## config.mk

```make
export PLATFORM = sky130hd
export DESIGN_NAME = crgu_pwr_seq
export DESIGN_NICKNAME = d
export VERILOG_FILES = /design/src/rtl/crgu_pkg.sv /design/src/rtl/crgu_rst_pulse.sv /design/src/rtl/crgu_pwr_seq.sv
export SDC_FILE = /design/constraint.sdc
export NUM_CORES = 1
export LEC_CHECK = 0
export CORE_MARGIN = 1
export CORE_UTILIZATION = 51
export CTS_CLUSTER_SIZE = 16
export DETAILED_ROUTE_END_ITERATION = 6
export PLACE_DENSITY = 0.75
export SKIP_CTS_REPAIR_TIMING = 1
export SYNTH_ARGS = -nofsm -noshare
export SYNTH_HDL_FRONTEND = slang
export SYNTH_SLANG_ARGS = --single-unit
```

## constraint.sdc

```tcl
create_clock -name clk_32k -period 1.8 [get_ports clk_32k]
set_input_delay 0.45 -clock clk_32k [delete_from_list [all_inputs] [get_ports clk_32k]]
set_output_delay 0.45 -clock clk_32k [all_outputs]
set_load 0.005 [all_outputs]
```

## src/rtl/crgu_pkg.sv

```systemverilog
// Shared types and default timing for the crgu power sequencer.
package crgu_pkg;

  localparam int unsigned OSC_SETTLE_CYC_DEF = 16;
  localparam int unsigned EFUSE_TO_CYC_DEF   = 64;
  localparam int unsigned GAP_CYC_DEF        = 2;
  localparam int unsigned FIFO_RST_CYC_DEF   = 4;
  localparam int unsigned CNT_W_DEF          = 8;
  localparam int unsigned STATE_W            = 3;

  typedef enum logic [STATE_W-1:0] {
    ST_IDLE    = 3'd0,
    ST_OSC_UP  = 3'd1,
    ST_EFUSE   = 3'd2,
    ST_CORE_UP = 3'd3,
    ST_SLOT_UP = 3'd4,
    ST_ACTIVE  = 3'd5,
    ST_SLOT_DN = 3'd6,
    ST_CORE_DN = 3'd7
  } state_e;

  // Gating / reset levels owned by the sequencer; fifo_rstn is the base level before any soft pulse.
  typedef struct packed {
    logic osc13m;
    logic efuse;
    logic timer;
    logic data;
    logic slot;
    logic shut_rstn;
    logic fifo_rstn;
  } en_t;

endpackage

```

## src/rtl/crgu_rst_pulse.sv

```systemverilog
// Counter-based low-pulse generator; lo_c is the next-cycle "pulse active" level.
module crgu_rst_pulse #(
  parameter int unsigned CNT_W = 8
) (
  input  logic             clk_32k,
  input  logic             rst_32k,
  input  logic             trig,
  input  logic [CNT_W-1:0] len,
  input  logic             abort,
  output logic             lo_c
);

  logic             active_q, active_nxt;
  logic [CNT_W-1:0] cnt_q, cnt_nxt;

  always_ff @(posedge clk_32k or posedge rst_32k) begin
    if (rst_32k) begin
      active_q <= 1'b0;
      cnt_q    <= '0;
    end else begin
      active_q <= active_nxt;
      cnt_q    <= cnt_nxt;
    end
  end

  // Triggers while a pulse is running are dropped; abort wins over everything.
  always_comb begin
    active_nxt = active_q;
    cnt_nxt    = cnt_q;
    if (abort) begin
      active_nxt = 1'b0;
      cnt_nxt    = '0;
    end else if (active_q) begin
      if (cnt_q == len - CNT_W'(1)) begin
        active_nxt = 1'b0;
        cnt_nxt    = '0;
      end else begin
        cnt_nxt = cnt_q + CNT_W'(1);
      end
    end else if (trig) begin
      active_nxt = 1'b1;
      cnt_nxt    = '0;
    end
  end

  assign lo_c = active_nxt;

endmodule

```

## src/rtl/crgu_pwr_seq.sv

```systemverilog
// Always-on power-up/down sequencer for crgu clock enables and soft resets.
module crgu_pwr_seq
  import crgu_pkg::*;
#(
  parameter int unsigned OSC_SETTLE_CYC = OSC_SETTLE_CYC_DEF,
  parameter int unsigned EFUSE_TO_CYC   = EFUSE_TO_CYC_DEF,
  parameter int unsigned GAP_CYC        = GAP_CYC_DEF,
  parameter int unsigned FIFO_RST_CYC   = FIFO_RST_CYC_DEF,
  parameter int unsigned CNT_W          = CNT_W_DEF
) (
  input  logic         clk_32k,
  input  logic         rst_32k,
  input  logic         rg_top_start,
  input  logic         efuse_done,
  input  logic         fifo_rst_req,
  output logic         osc13m_clk_en,
  output logic         efuse_clk_en,
  output logic         timer_clk_en,
  output logic         data_clk_en,
  output logic         slot_clk_en,
  output logic         shut_rstn,
  output logic         pmu_fifo_rstn,
  output logic         seq_busy,
  output logic [2:0]   seq_state,
  output logic         efuse_timeout
);

  localparam logic [CNT_W-1:0] OSC_LAST   = CNT_W'(OSC_SETTLE_CYC - 1);
  localparam logic [CNT_W-1:0] EFUSE_LAST = CNT_W'(EFUSE_TO_CYC - 1);
  localparam logic [CNT_W-1:0] GAP_LAST   = CNT_W'(GAP_CYC - 1);

  state_e           state_q, state_nxt;
  logic [CNT_W-1:0] cnt_q, cnt_nxt;
  en_t              en_q, en_nxt;
  logic             tmo_q, tmo_nxt;
  logic             busy_q, busy_nxt;
  logic             pmu_q, pmu_nxt;
  logic             pulse_lo_c;
  logic             pulse_trig, pulse_abort;

  always_ff @(posedge clk_32k or posedge rst_32k) begin
    if (rst_32k) begin
      state_q <= ST_IDLE;
      cnt_q   <= '0;
      en_q    <= '0;
      tmo_q   <= 1'b0;
      busy_q  <= 1'b0;
      pmu_q   <= 1'b0;
    end else begin
      state_q <= state_nxt;
      cnt_q   <= cnt_nxt;
      en_q    <= en_nxt;
      tmo_q   <= tmo_nxt;
      busy_q  <= busy_nxt;
      pmu_q   <= pmu_nxt;
    end
  end

  // Output levels change on the edge that enters the new state; stop aborts take priority over hold expiry.
  always_comb begin
    state_nxt = state_q;
    en_nxt    = en_q;
    tmo_nxt   = tmo_q;
    case (state_q)
      ST_IDLE: begin
        if (rg_top_start) begin
          state_nxt     = ST_OSC_UP;
          en_nxt.osc13m = 1'b1;
          tmo_nxt       = 1'b0;
        end
      end
      ST_OSC_UP: begin
        if (!rg_top_start) begin
          state_nxt    = ST_CORE_DN;
          en_nxt.efuse = 1'b0;
        end else if (cnt_q == OSC_LAST) begin
          state_nxt    = ST_EFUSE;
          en_nxt.efuse = 1'b1;
        end
      end
      ST_EFUSE: begin
        if (!rg_top_start) begin
          state_nxt    = ST_CORE_DN;
          en_nxt.efuse = 1'b0;
        end else if (efuse_done || (cnt_q == EFUSE_LAST)) begin
          state_nxt    = ST_CORE_UP;
          en_nxt.efuse = 1'b0;
          en_nxt.timer = 1'b1;
          en_nxt.data  = 1'b1;
          if (!efuse_done) tmo_nxt = 1'b1;
        end
      end
      ST_CORE_UP: begin
        if (!rg_top_start) begin
          state_nxt   = ST_SLOT_DN;
          en_nxt.slot = 1'b0;
        end else if (cnt_q == GAP_LAST) begin
          state_nxt        = ST_SLOT_UP;
          en_nxt.shut_rstn = 1'b1;
          en_nxt.fifo_rstn = 1'b1;
        end
      end
      ST_SLOT_UP: begin
        if (!rg_top_start) begin
          state_nxt   = ST_SLOT_DN;
          en_nxt.slot = 1'b0;
        end else if (cnt_q == GAP_LAST) begin
          state_nxt   = ST_ACTIVE;
          en_nxt.slot = 1'b1;
        end
      end
      ST_ACTIVE: begin
        if (!rg_top_start) begin
          state_nxt   = ST_SLOT_DN;
          en_nxt.slot = 1'b0;
        end
      end
      ST_SLOT_DN: begin
        if (cnt_q == GAP_LAST) begin
          state_nxt        = ST_CORE_DN;
          en_nxt.shut_rstn = 1'b0;
          en_nxt.fifo_rstn = 1'b0;
        end
      end
      ST_CORE_DN: begin
        if (cnt_q == GAP_LAST) begin
          state_nxt = ST_IDLE;
          en_nxt    = '0;
        end
      end
      default: begin
        state_nxt = ST_IDLE;
        en_nxt    = '0;
      end
    endcase

    if (state_nxt != state_q) begin
      cnt_nxt = '0;
    end else if (cnt_q != '1) begin
      cnt_nxt = cnt_q + CNT_W'(1);
    end else begin
      cnt_nxt = cnt_q;
    end

    busy_nxt = !((state_nxt == ST_IDLE) || (state_nxt == ST_ACTIVE));
    pmu_nxt  = en_nxt.fifo_rstn & ~pulse_lo_c;
  end

  assign pulse_trig  = fifo_rst_req && (state_q == ST_ACTIVE);
  assign pulse_abort = (state_nxt != ST_ACTIVE);

  crgu_rst_pulse #(
    .CNT_W (CNT_W)
  ) u_fifo_pulse (
    .clk_32k (clk_32k),
    .rst_32k (rst_32k),
    .trig    (pulse_trig),
    .len     (CNT_W'(FIFO_RST_CYC)),
    .abort   (pulse_abort),
    .lo_c    (pulse_lo_c)
  );

  assign osc13m_clk_en = en_q.osc13m;
  assign efuse_clk_en  = en_q.efuse;
  assign timer_clk_en  = en_q.timer;
  assign data_clk_en   = en_q.data;
  assign slot_clk_en   = en_q.slot;
  assign shut_rstn     = en_q.shut_rstn;
  assign pmu_fifo_rstn = pmu_q;
  assign seq_busy      = busy_q;
  assign seq_state     = state_q;
  assign efuse_timeout = tmo_q;

endmodule

```

Yosys cells after proc, flatten, opt, wreduce, memory -nomap -nowiden
Cells that the tools add are included.

storage, ports and cells
  register bits = 30
  bits in latches = 0
  bits in writable memories = 0
  ROM bits = 0
  input port bits = 5
  output and inout bits = 12
  logic and storage cells = 112
  memories kept = 0

cells by class
  add/subtract/negate cells = 2
  multipliers = 0
  divide/modulo/power cells = 0
  magnitude comparators = 0
  equal/unequal tests = 27
  shift-type cells = 0
  muxes and demuxes = 46
  bitwise gates (word level) = 2
  reduce and logical (&&, ||, !) cells = 21

operator list
  cell                   number
  $mux W8                6
  $mux W3                13
  $pmux W3 S8            1
  $ne A2 B2 Y1 const B   9
  $add A8 B1 Y8 const B  2
  $eq A3 B3 Y1 const B   5
  $mux W1                15
  $ne A3 B3 Y1 const B   4
  $reduce_and A4 Y1      3
  $reduce_bool A3 Y1     4
  $reduce_and A5 Y1      2
  $eq A8 B1 Y1 const B   1
  $eq A8 B2 Y1 const B   1
  $eq A8 B4 Y1 const B   1
  $eq A8 B6 Y1 const B   1
  $mux W2                4
  $ne A8 B8 Y1 const B   1
  $reduce_bool A2 Y1     4
  $mux W7                1
  $eq A3 B2 Y1 const B   2
  $logic_not A3 Y1       2
  $pmux W1 S3            2
  $pmux W2 S3            1
  $pmux W1 S2            2
  10 further kinds       11

Longest topological paths before layout
Gate-level depths: netlist of the first run.

  word-level depth = 9
  gate-level depth with buffers = 8
  mapped depth without buffers = 7

Hierarchy
A second synthesis of the first run with hierarchy kept.

unflattened totals
  cell total of the unflattened synthesis = 224
  area total of the unflattened synthesis = 1968.1 µm²

modules (own cells, without submodules)
  module          times used  cells an instance  area each (µm²)  sequential area each (µm²)
  crgu_pwr_seq    1           143                1260.0           500.5
  crgu_rst_pulse  1           81                 708.2            225.2

Worst setup path before layout of the first run
No wires, ideal clock.

  path type = register -> register
  start = register cnt_q[5]
  end = register cnt_q[4]
  library setup time = 0.144 ns
  arrival time = 1.826 ns
  data required time = 1.656 ns
  slack = -0.170 ns
  cell stages (with the launch flop) = 6
  path buffers = 0
  clock period less this slack = 1.970 ns
  cell sequence = dfrtp_1 -> nor4_2 -> a21oi_1 -> or4_4 -> o211ai_4 -> a221oi_1

on the way
  longest elaborated chain between the ends = 7
  elaborated cells on any way between the ends = 19
  those cells by class = eq/ne (5); mux (12); reduce/logical (2)

RTL lines
  item                                                  RTL line             source
  start, declared                                       crgu_pwr_seq.sv:33   logic [CNT_W-1:0] cnt_q, cnt_nxt;
  start signal, assigned                                crgu_pwr_seq.sv:51   cnt_q <= cnt_nxt;
  $eq A8 B6 Y1                                          crgu_pwr_seq.sv:85   end else if (efuse_done || (cnt_q == EFUSE_LAST)) begin
  $logic_or A1 B1 Y1                                    crgu_pwr_seq.sv:85
  $mux W3                                               crgu_pwr_seq.sv:85
  $mux W3                                               crgu_pwr_seq.sv:82   if (!rg_top_start) begin
  $pmux W3 S8                                           crgu_pwr_seq.sv:64   case (state_q)
  $ne A3 B3 Y1                                          crgu_pwr_seq.sv:137  if (state_nxt != state_q) begin
  $mux W8 / $reduce_bool A2 Y1 (equally long branches)  n/a

Parallel ways exist; a longest one is shown, timed or not.
A chain may end at the register's enable or synchronous reset.

Worst setup path in the final report of the first run
  start = register u_fifo_pulse.cnt_q[1]
  end = register u_fifo_pulse.cnt_q[4]

on the way
  longest elaborated chain between the ends = 4
  elaborated cells on any way between the ends = 5
  those cells by class = add/sub (1); eq/ne (1); mux (3)

RTL lines
  item                                                  RTL line                                    source
  start, declared                                       crgu_rst_pulse.sv:14                        logic [CNT_W-1:0] cnt_q, cnt_nxt;
  start signal, assigned                                crgu_rst_pulse.sv:22                        cnt_q <= cnt_nxt;
  $add A8 B1 Y8 / $eq A8 B2 Y1 (equally long branches)  crgu_rst_pulse.sv:38, crgu_rst_pulse.sv:34
  $mux W8 *                                             crgu_rst_pulse.sv:34                        if (cnt_q == len - CNT_W'(1)) begin
  $mux W8 *                                             crgu_rst_pulse.sv:33                        end else if (active_q) begin
  $mux W8 *                                             crgu_rst_pulse.sv:30                        if (abort) begin

Mark *: on every way between the ends. The rest lies on a longest branch, timed or not.

==> flow_results.xml, run 1 <==
<?xml version="1.0" encoding="UTF-8"?>
<metrics>
  <group name="status">
    <metric name="run_status" unit="">finished with violations</metric>
    <metric name="failing_checks" unit="">setup timing</metric>
  </group>
  <group name="worst_setup_path">
    <metric name="cp_max_fo" unit="">6</metric>
    <metric name="cp_data_required_time" unit="ns">2.05</metric>
    <metric name="path_class" unit="">register to register</metric>
    <metric name="critical_path_arrival" unit="ns">2.25</metric>
    <metric name="worst_setup_path_start_kind" unit="">register</metric>
    <metric name="critPathCaptureType" unit="">register</metric>
  </group>
  <group name="global_routing">
    <metric name="met3_global_route_usage" unit="">0.0714</metric>
    <metric name="grt_max_degree" unit="">30</metric>
    <metric name="grtUsageMet1" unit="">0.345</metric>
    <metric name="gr-usage-all-layers" unit="">0.281</metric>
    <metric name="grt_pass1_vias" unit="">1613</metric>
    <metric name="grt_pass1_wl" unit="um">7290</metric>
    <metric name="grt.met2_usage" unit="">0.455</metric>
    <metric name="antenna_found_initial" unit="">0</metric>
    <metric name="overflow" unit="">0</metric>
    <metric name="gr-max-usage-layer" unit="">met2</metric>
  </group>
  <group name="die">
    <metric name="floorplan.rows" unit="">20</metric>
    <metric name="core_area" unit="um^2">3130</metric>
    <metric name="pin_count" unit="">17</metric>
    <metric name="chipHeight" unit="um">60.3</metric>
    <metric name="die_w" unit="um">60.3</metric>
    <metric name="die-area" unit="um^2">3640</metric>
    <metric name="floorplan.initialDensity" unit="">0.554</metric>
  </group>
  <group name="power_and_ir_drop">
    <metric name="power.density_cell_area" unit="nW/um^2">1190</metric>
    <metric name="max-vdd-ir-drop" unit="V">0.000759</metric>
    <metric name="power" unit="mW">3.13</metric>
    <metric name="static-leakage-power" unit="nW">1.15</metric>
  </group>
  <group name="synth">
    <metric name="post_synth_num_cell_types" unit="">51</metric>
    <metric name="cell_count_after_synthesis" unit="">192</metric>
    <metric name="syn_area" unit="um^2">1730</metric>
    <metric name="yosys_register_bits" unit="">29</metric>
    <metric name="synthFlopType" unit="">dfrtp_1</metric>
    <metric name="netlist.top_cell.by_area" unit="">dfrtp_1</metric>
    <metric name="ys_seq_area_frac" unit="">0.418</metric>
    <metric name="asyncSetResetFlopFracSynth" unit="">1.00</metric>
    <metric name="yosys-top-cells-area" unit="">dfrtp_1 (42%), a21oi_1 (6.1%), nor2_1 (5.2%)</metric>
    <metric name="synth_largest_type_area_fraction" unit="">0.418</metric>
    <metric name="avgSynthCellArea" unit="um^2">9.03</metric>
    <metric name="synth_edf_count" unit="">0</metric>
    <metric name="synth_fp_nets" unit="">200</metric>
    <metric name="synthesis.yosys.warnings" unit="">0</metric>
  </group>
  <group name="drt">
    <metric name="vias" unit="">1882</metric>
    <metric name="detail_route.drc_violations" unit="">0</metric>
    <metric name="wirelength" unit="um">5810</metric>
    <metric name="drt_iter0_drc" unit="">216</metric>
    <metric name="ant_nets" unit="">0</metric>
    <metric name="avgRoutedWirePerCell" unit="um">18.8</metric>
    <metric name="post_drt_via_cell_ratio" unit="">6.07</metric>
    <metric name="first_drt_pass_iteration_count" unit="">4</metric>
  </group>
  <group name="placed_design">
    <metric name="numPortBuffers" unit="">16</metric>
    <metric name="placed_cells_incl_taps" unit="">284</metric>
    <metric name="place_congestion" unit="">0.916</metric>
    <metric name="detailedPlacementHpwl" unit="um">3440</metric>
  </group>
  <group name="layout">
    <metric name="area_delta_synth_final" unit="%">51.9</metric>
    <metric name="postLayoutCoreUtil" unit="">0.842</metric>
    <metric name="layout_common_cells" unit="">buf_4 (49), dfrtp_1 (27), nor2_1 (23)</metric>
    <metric name="final_cells" unit="">310</metric>
    <metric name="layout_commonest_cell" unit="">buf_4</metric>
    <metric name="drive_above_1_share" unit="">0.395</metric>
    <metric name="finish.net_count" unit="">273</metric>
    <metric name="num_antenna_cells" unit="">0</metric>
  </group>
  <group name="timing">
    <metric name="rsz0062_at_grt" unit="">true</metric>
    <metric name="worstMarginPinSlew" unit="ns">0.463</metric>
    <metric name="layout_worst_path_cycle_share" unit="">1.11</metric>
    <metric name="final-max-slew-violation-count" unit="">0</metric>
    <metric name="slew-limit-headroom" unit="">0.689</metric>
    <metric name="fin_setup_tns" unit="ns">-2.94</metric>
    <metric name="hold_ws" unit="ns">0.452</metric>
    <metric name="min_period" unit="ns">2.00</metric>
    <metric name="report.final.hold_viol_count" unit="">0</metric>
    <metric name="final_critical_path_setup_slack" unit="ns">-0.200</metric>
    <metric name="finalSetupViolations" unit="">23</metric>
    <metric name="maxClockFrequency" unit="MHz">500</metric>
    <metric name="worst_clock_skew" unit="ns">0.0157</metric>
  </group>
  <group name="clock_network">
    <metric name="ctsRootBufferMaster" unit="">clkbuf_4</metric>
    <metric name="cts-htree-levels" unit="">2</metric>
    <metric name="clockBufferDepth" unit="">2</metric>
    <metric name="tritoncts.num_buffers" unit="">5</metric>
    <metric name="cts_num_sinks" unit="">29</metric>
    <metric name="worstSkewPairLatency" unit="ns">0.36</metric>
    <metric name="tritoncts" unit="">yes</metric>
    <metric name="worst_setup_hold_path_clk_slew" unit="ns">0.11</metric>
  </group>
  <group name="flow_run">
    <metric name="drv_cap" unit="">0</metric>
  </group>
  <group name="worst_hold_path">
    <metric name="hold_class" unit="">primary input to async pin</metric>
  </group>
</metrics>
[synth_stat cells, drive strengths merged, types with 2 or more instances]
cell	count
nor4	5
or3	2
or2	3
nand3b	2
nand3	7
nor2	24
nor2b	4
a21o	2
or4	2
ha	3
a211oi	2
nand2	7
nor3	4
a221oi	2
buf	5
inv	4
o21ai	13
and2	2
a31oi	6
dfrtp	29
nand2b	5
or3b	4
and3	7
a21oi	21
clkbuf	5
o21a	5
[where the power goes]
group          internal [mW]  switching (mW)  leakage, nW  total (mW)
sequential             0.760           0.108        0.382       0.868
clock                  0.147           0.270       0.0310       0.417
combinational          0.947           0.898        0.741        1.84
total                   1.85            1.28         1.15        3.13
[path summary, 6_finish.rpt]
| path | from | endpoint | slack (ns) | depth (start not counted) |
|---|---|---|---|---|
| max | u_fifo_pulse.cnt_q[1] | u_fifo_pulse.cnt_q[4] | -0.20 | 7 |
| min | rst_32k | cnt_q[4] | 0.45 | 3 |
| max reg2reg | u_fifo_pulse.cnt_q[1] | u_fifo_pulse.cnt_q[4] | -0.20 | 7 |
| min reg2reg | en_q[0] | en_q[0] | 0.51 | 1 |
| max in group asynchronous | rst_32k | cnt_q[5] | 1.02 | 3 |
| min in group clk_32k | en_q[0] | en_q[0] | 0.51 | 1 |
[flip-flops by register name (all words and copies together), names as in the netlist]
register	cells
cnt_q	8
shut_rstn	1
seq_state	3
efuse_clk_en	1
u_fifo_pulse.active_q	1
efuse_timeout	1
en_q	1
pmu_fifo_rstn	1
u_fifo_pulse.cnt_q	8
slot_clk_en	1
timer_clk_en	1
osc13m_clk_en	1
seq_busy	1
[critical path: stages (launching register included)]
cell and delay (ns):
dfrtp_1 0.43, ha_4 0.16, or4b_4 0.49, o41ai_4 0.33
buf_6 0.19, nor2_1 0.06, o21ai_1 0.16, a21oi_1 0.08
[cell families after synthesis]
kind of cell,synth area share
muxes,0.00649
DFF,0.418
buffers and inverters,0.0418
xor gates and xnor gates,0.0101
and+or+nand+nor,0.269
adders and majority gates,0.0216
AOI/OAI and AO/OA,0.232
[stage by stage]
step                worst slack (ns)  area, um^2
floorplan                    -0.0891        1790
global placement              -0.429        2260
detailed placement            -0.507        2260
CTS                           -0.231        2320
global route                  -0.300        2630
finish                        -0.200        2630
[cell type report]
cell class | instances | area, um^2
sequential | 29 | 728
inverter | 4 | 15.0
timing repair buffer | 76 | 683
clock inverter | 3 | 17.5
multi-input combinational | 149 | 1100
tap | 44 | 55.1
clock buffer | 5 | 37.5
fill | 175 | 494
[routing by layer]
metal | vias to the layer above | part of all wire
li1 | 853 | -
met4 | 0 | 0.040
met3 | 24 | 0.074
met2 | 104 | 0.50
met5 | - | 0
met1 | 901 | 0.39
No activity file was read; power rests on OpenSTA's default activity.
==> run 2, diff against run 1 <==
- CELL_PAD_IN_SITES_DETAIL_PLACEMENT: not set -> 1
- CELL_PAD_IN_SITES_GLOBAL_PLACEMENT: not set -> 1
- CORE_ASPECT_RATIO: not set -> 1.4
- CORE_UTILIZATION: 51 -> 39
- PLACE_DENSITY: 0.75 -> not set
- PLACE_DENSITY_LB_ADDON: not set -> 0.1
==> run 2 against run 1 <==
Sequential cell count unchanged; highest routed layer unchanged; final cell count increased by 6.5%; maximum frequency decreased by 3.3%; global-route usage decreased by 2.9 points; sequential power decreased by 0.5%; cell area increased by 2.2%; the flow still finishes with violations (setup timing); core utilization decreased by 21 points.
==> flow_results.xml, run 2 (synthesis results as in run 1) <==
<?xml version="1.0" encoding="UTF-8"?>
<metrics>
  <group name="drt">
    <metric name="ant_nets" unit="">0</metric>
    <metric name="avgRoutedWirePerCell" unit="um">20.4</metric>
    <metric name="drt_iter0_drc" unit="">124</metric>
    <metric name="first_drt_pass_iteration_count" unit="">4</metric>
    <metric name="wirelength" unit="um">6720</metric>
    <metric name="detail_route.drc_violations" unit="">0</metric>
    <metric name="post_drt_via_cell_ratio" unit="">5.55</metric>
    <metric name="vias" unit="">1830</metric>
  </group>
  <group name="timing">
    <metric name="worst_clock_skew" unit="ns">0.00433</metric>
    <metric name="final_critical_path_setup_slack" unit="ns">-0.268</metric>
    <metric name="finalSetupViolations" unit="">25</metric>
    <metric name="layout_worst_path_cycle_share" unit="">1.15</metric>
    <metric name="maxClockFrequency" unit="MHz">484</metric>
    <metric name="min_period" unit="ns">2.07</metric>
    <metric name="worstMarginPinSlew" unit="ns">0.391</metric>
    <metric name="rsz0062_at_grt" unit="">true</metric>
    <metric name="slew-limit-headroom" unit="">0.736</metric>
    <metric name="final-max-slew-violation-count" unit="">0</metric>
    <metric name="report.final.hold_viol_count" unit="">0</metric>
  </group>
  <group name="worst_setup_path">
    <metric name="slowest_stage" unit="">or4_4</metric>
    <metric name="worstPathCellList" unit="">or4_4 -&gt; or2_1 -&gt; o21a_1 -&gt; o21ai_4 -&gt; a21oi_1</metric>
    <metric name="critical_path.top_delay_family" unit="">simple AND/OR/NAND/NOR gates</metric>
    <metric name="worst_setup_path_start_kind" unit="">register</metric>
    <metric name="reg2reg_depth" unit="">5</metric>
    <metric name="critPathCaptureType" unit="">register</metric>
    <metric name="path_class" unit="">register to register</metric>
    <metric name="crit_path_buffers_inverters" unit="">0</metric>
    <metric name="cp_max_fo" unit="">8</metric>
    <metric name="critical_path_arrival" unit="ns">2.23</metric>
    <metric name="cp_data_required_time" unit="ns">1.97</metric>
    <metric name="critical_path_depth" unit="">5</metric>
    <metric name="critPathMaxStageDelay" unit="ns">0.57</metric>
  </group>
  <group name="layout">
    <metric name="finish.net_count" unit="">277</metric>
    <metric name="layout_commonest_cell" unit="">buf_4</metric>
    <metric name="drive_above_1_share" unit="">0.393</metric>
    <metric name="area_delta_synth_final" unit="%">55.2</metric>
    <metric name="layout_common_cells" unit="">buf_4 (57), dfrtp_1 (26), nor2_1 (22)</metric>
    <metric name="num_antenna_cells" unit="">0</metric>
    <metric name="postLayoutCoreUtil" unit="">0.635</metric>
  </group>
  <group name="placed_design">
    <metric name="numPortBuffers" unit="">16</metric>
    <metric name="detailedPlacementHpwl" unit="um">4030</metric>
    <metric name="place_congestion" unit="">0.796</metric>
    <metric name="place_worst_setup_slack" unit="ns">-0.533</metric>
  </group>
  <group name="worst_hold_path">
    <metric name="holdPathStages" unit="">1</metric>
    <metric name="hold_class" unit="">register to register</metric>
  </group>
  <group name="power_and_ir_drop">
    <metric name="static-leakage-power" unit="nW">1.17</metric>
    <metric name="power" unit="mW">3.33</metric>
    <metric name="p_sw_frac" unit="">0.399</metric>
    <metric name="power.density_cell_area" unit="nW/um^2">1240</metric>
    <metric name="p_sw" unit="mW">1.33</metric>
    <metric name="internal-power" unit="mW">2.00</metric>
    <metric name="comb_power_share" unit="">0.578</metric>
    <metric name="sequentialPowerShare" unit="">0.260</metric>
    <metric name="power_frac_clock" unit="">0.163</metric>
    <metric name="max-vdd-ir-drop" unit="V">0.000848</metric>
  </group>
  <group name="clock_network">
    <metric name="worstSkewPairLatency" unit="ns">0.30</metric>
    <metric name="ctsRootBufferMaster" unit="">clkbuf_8</metric>
    <metric name="tritoncts.num_buffers" unit="">5</metric>
    <metric name="cts_num_sinks" unit="">29</metric>
    <metric name="worst_setup_hold_path_clk_slew" unit="ns">0.07</metric>
    <metric name="tritoncts" unit="">yes</metric>
    <metric name="clockBufferDepth" unit="">2</metric>
    <metric name="cts-htree-levels" unit="">2</metric>
  </group>
  <group name="die">
    <metric name="die-area" unit="um^2">4720</metric>
    <metric name="pin_count" unit="">17</metric>
    <metric name="core_area" unit="um^2">4240</metric>
    <metric name="floorplan.rows" unit="">28</metric>
    <metric name="chipHeight" unit="um">80.9</metric>
    <metric name="die_w" unit="um">58.4</metric>
    <metric name="floorplan.initialDensity" unit="">0.409</metric>
  </group>
  <group name="status">
    <metric name="failing_checks" unit="">setup timing</metric>
    <metric name="run_status" unit="">finished with violations</metric>
  </group>
  <group name="global_routing">
    <metric name="grt_pass1_wl" unit="um">8850</metric>
    <metric name="antenna_found_initial" unit="">0</metric>
    <metric name="grt_pass1_vias" unit="">1867</metric>
    <metric name="gr-usage-all-layers" unit="">0.252</metric>
    <metric name="grt_max_degree" unit="">30</metric>
    <metric name="overflow" unit="">0</metric>
  </group>
  <group name="flow_run">
    <metric name="drv_cap" unit="">0</metric>
  </group>
</metrics>
## run 2: worst paths after layout
check	from	end	slack [ns]
min in group asynchronous	rst_32k	u_fifo_pulse.cnt_q[6]	0.55
worst max-delay path	cnt_q[5]	cnt_q[1]	-0.27
worst max register to register	cnt_q[5]	cnt_q[1]	-0.27
worst min register to register	en_q[0]	en_q[0]	0.51
worst min-delay path	en_q[0]	en_q[0]	0.51
max in group asynchronous	rst_32k	seq_state[0]	0.94
## run 2: routing by layer
metal  track usage  wire length, um  vias up
met1         0.253             2390      934
met4        0.0643              228        0
met5             0                0        -
met3        0.0430              133       16
met2         0.516             3970       25
li1              -                -      855
## run 2: area by class of cell
cell class                 instances  area, um^2
sequential                        29         729
multi-input combinational        149        1100
fill                             473        1550
timing repair buffer              80         693
clock inverter                     2        10.0
clock buffer                       6        72.6
inverter                           4        15.0
tap                               60        75.1
## run 2: power by group through the flow
stage               clock, mW  combinational [mW]  sequential (mW)
global route            0.567                2.03            0.879
CTS                     0.537                1.41            0.853
global placement            0                1.35            0.856
floorplan                   0               0.838            0.845
finish                  0.541                1.92            0.864
detailed placement          0                1.40            0.862
## run 2: per-stage QoR
stage	hold WS (ns)	cell area (um^2)	std cells	TNS, ns
2_1_floorplan	0.455	1790	192	-0.878
3_3_place_gp	0.469	2250	296	-5.96
3_5_place_dp	0.503	2250	296	-7.23
4_1_cts	0.517	2330	304	-2.69
5_1_grt	0.527	2690	330	-5.50
6_report	0.510	2690	330	-3.85
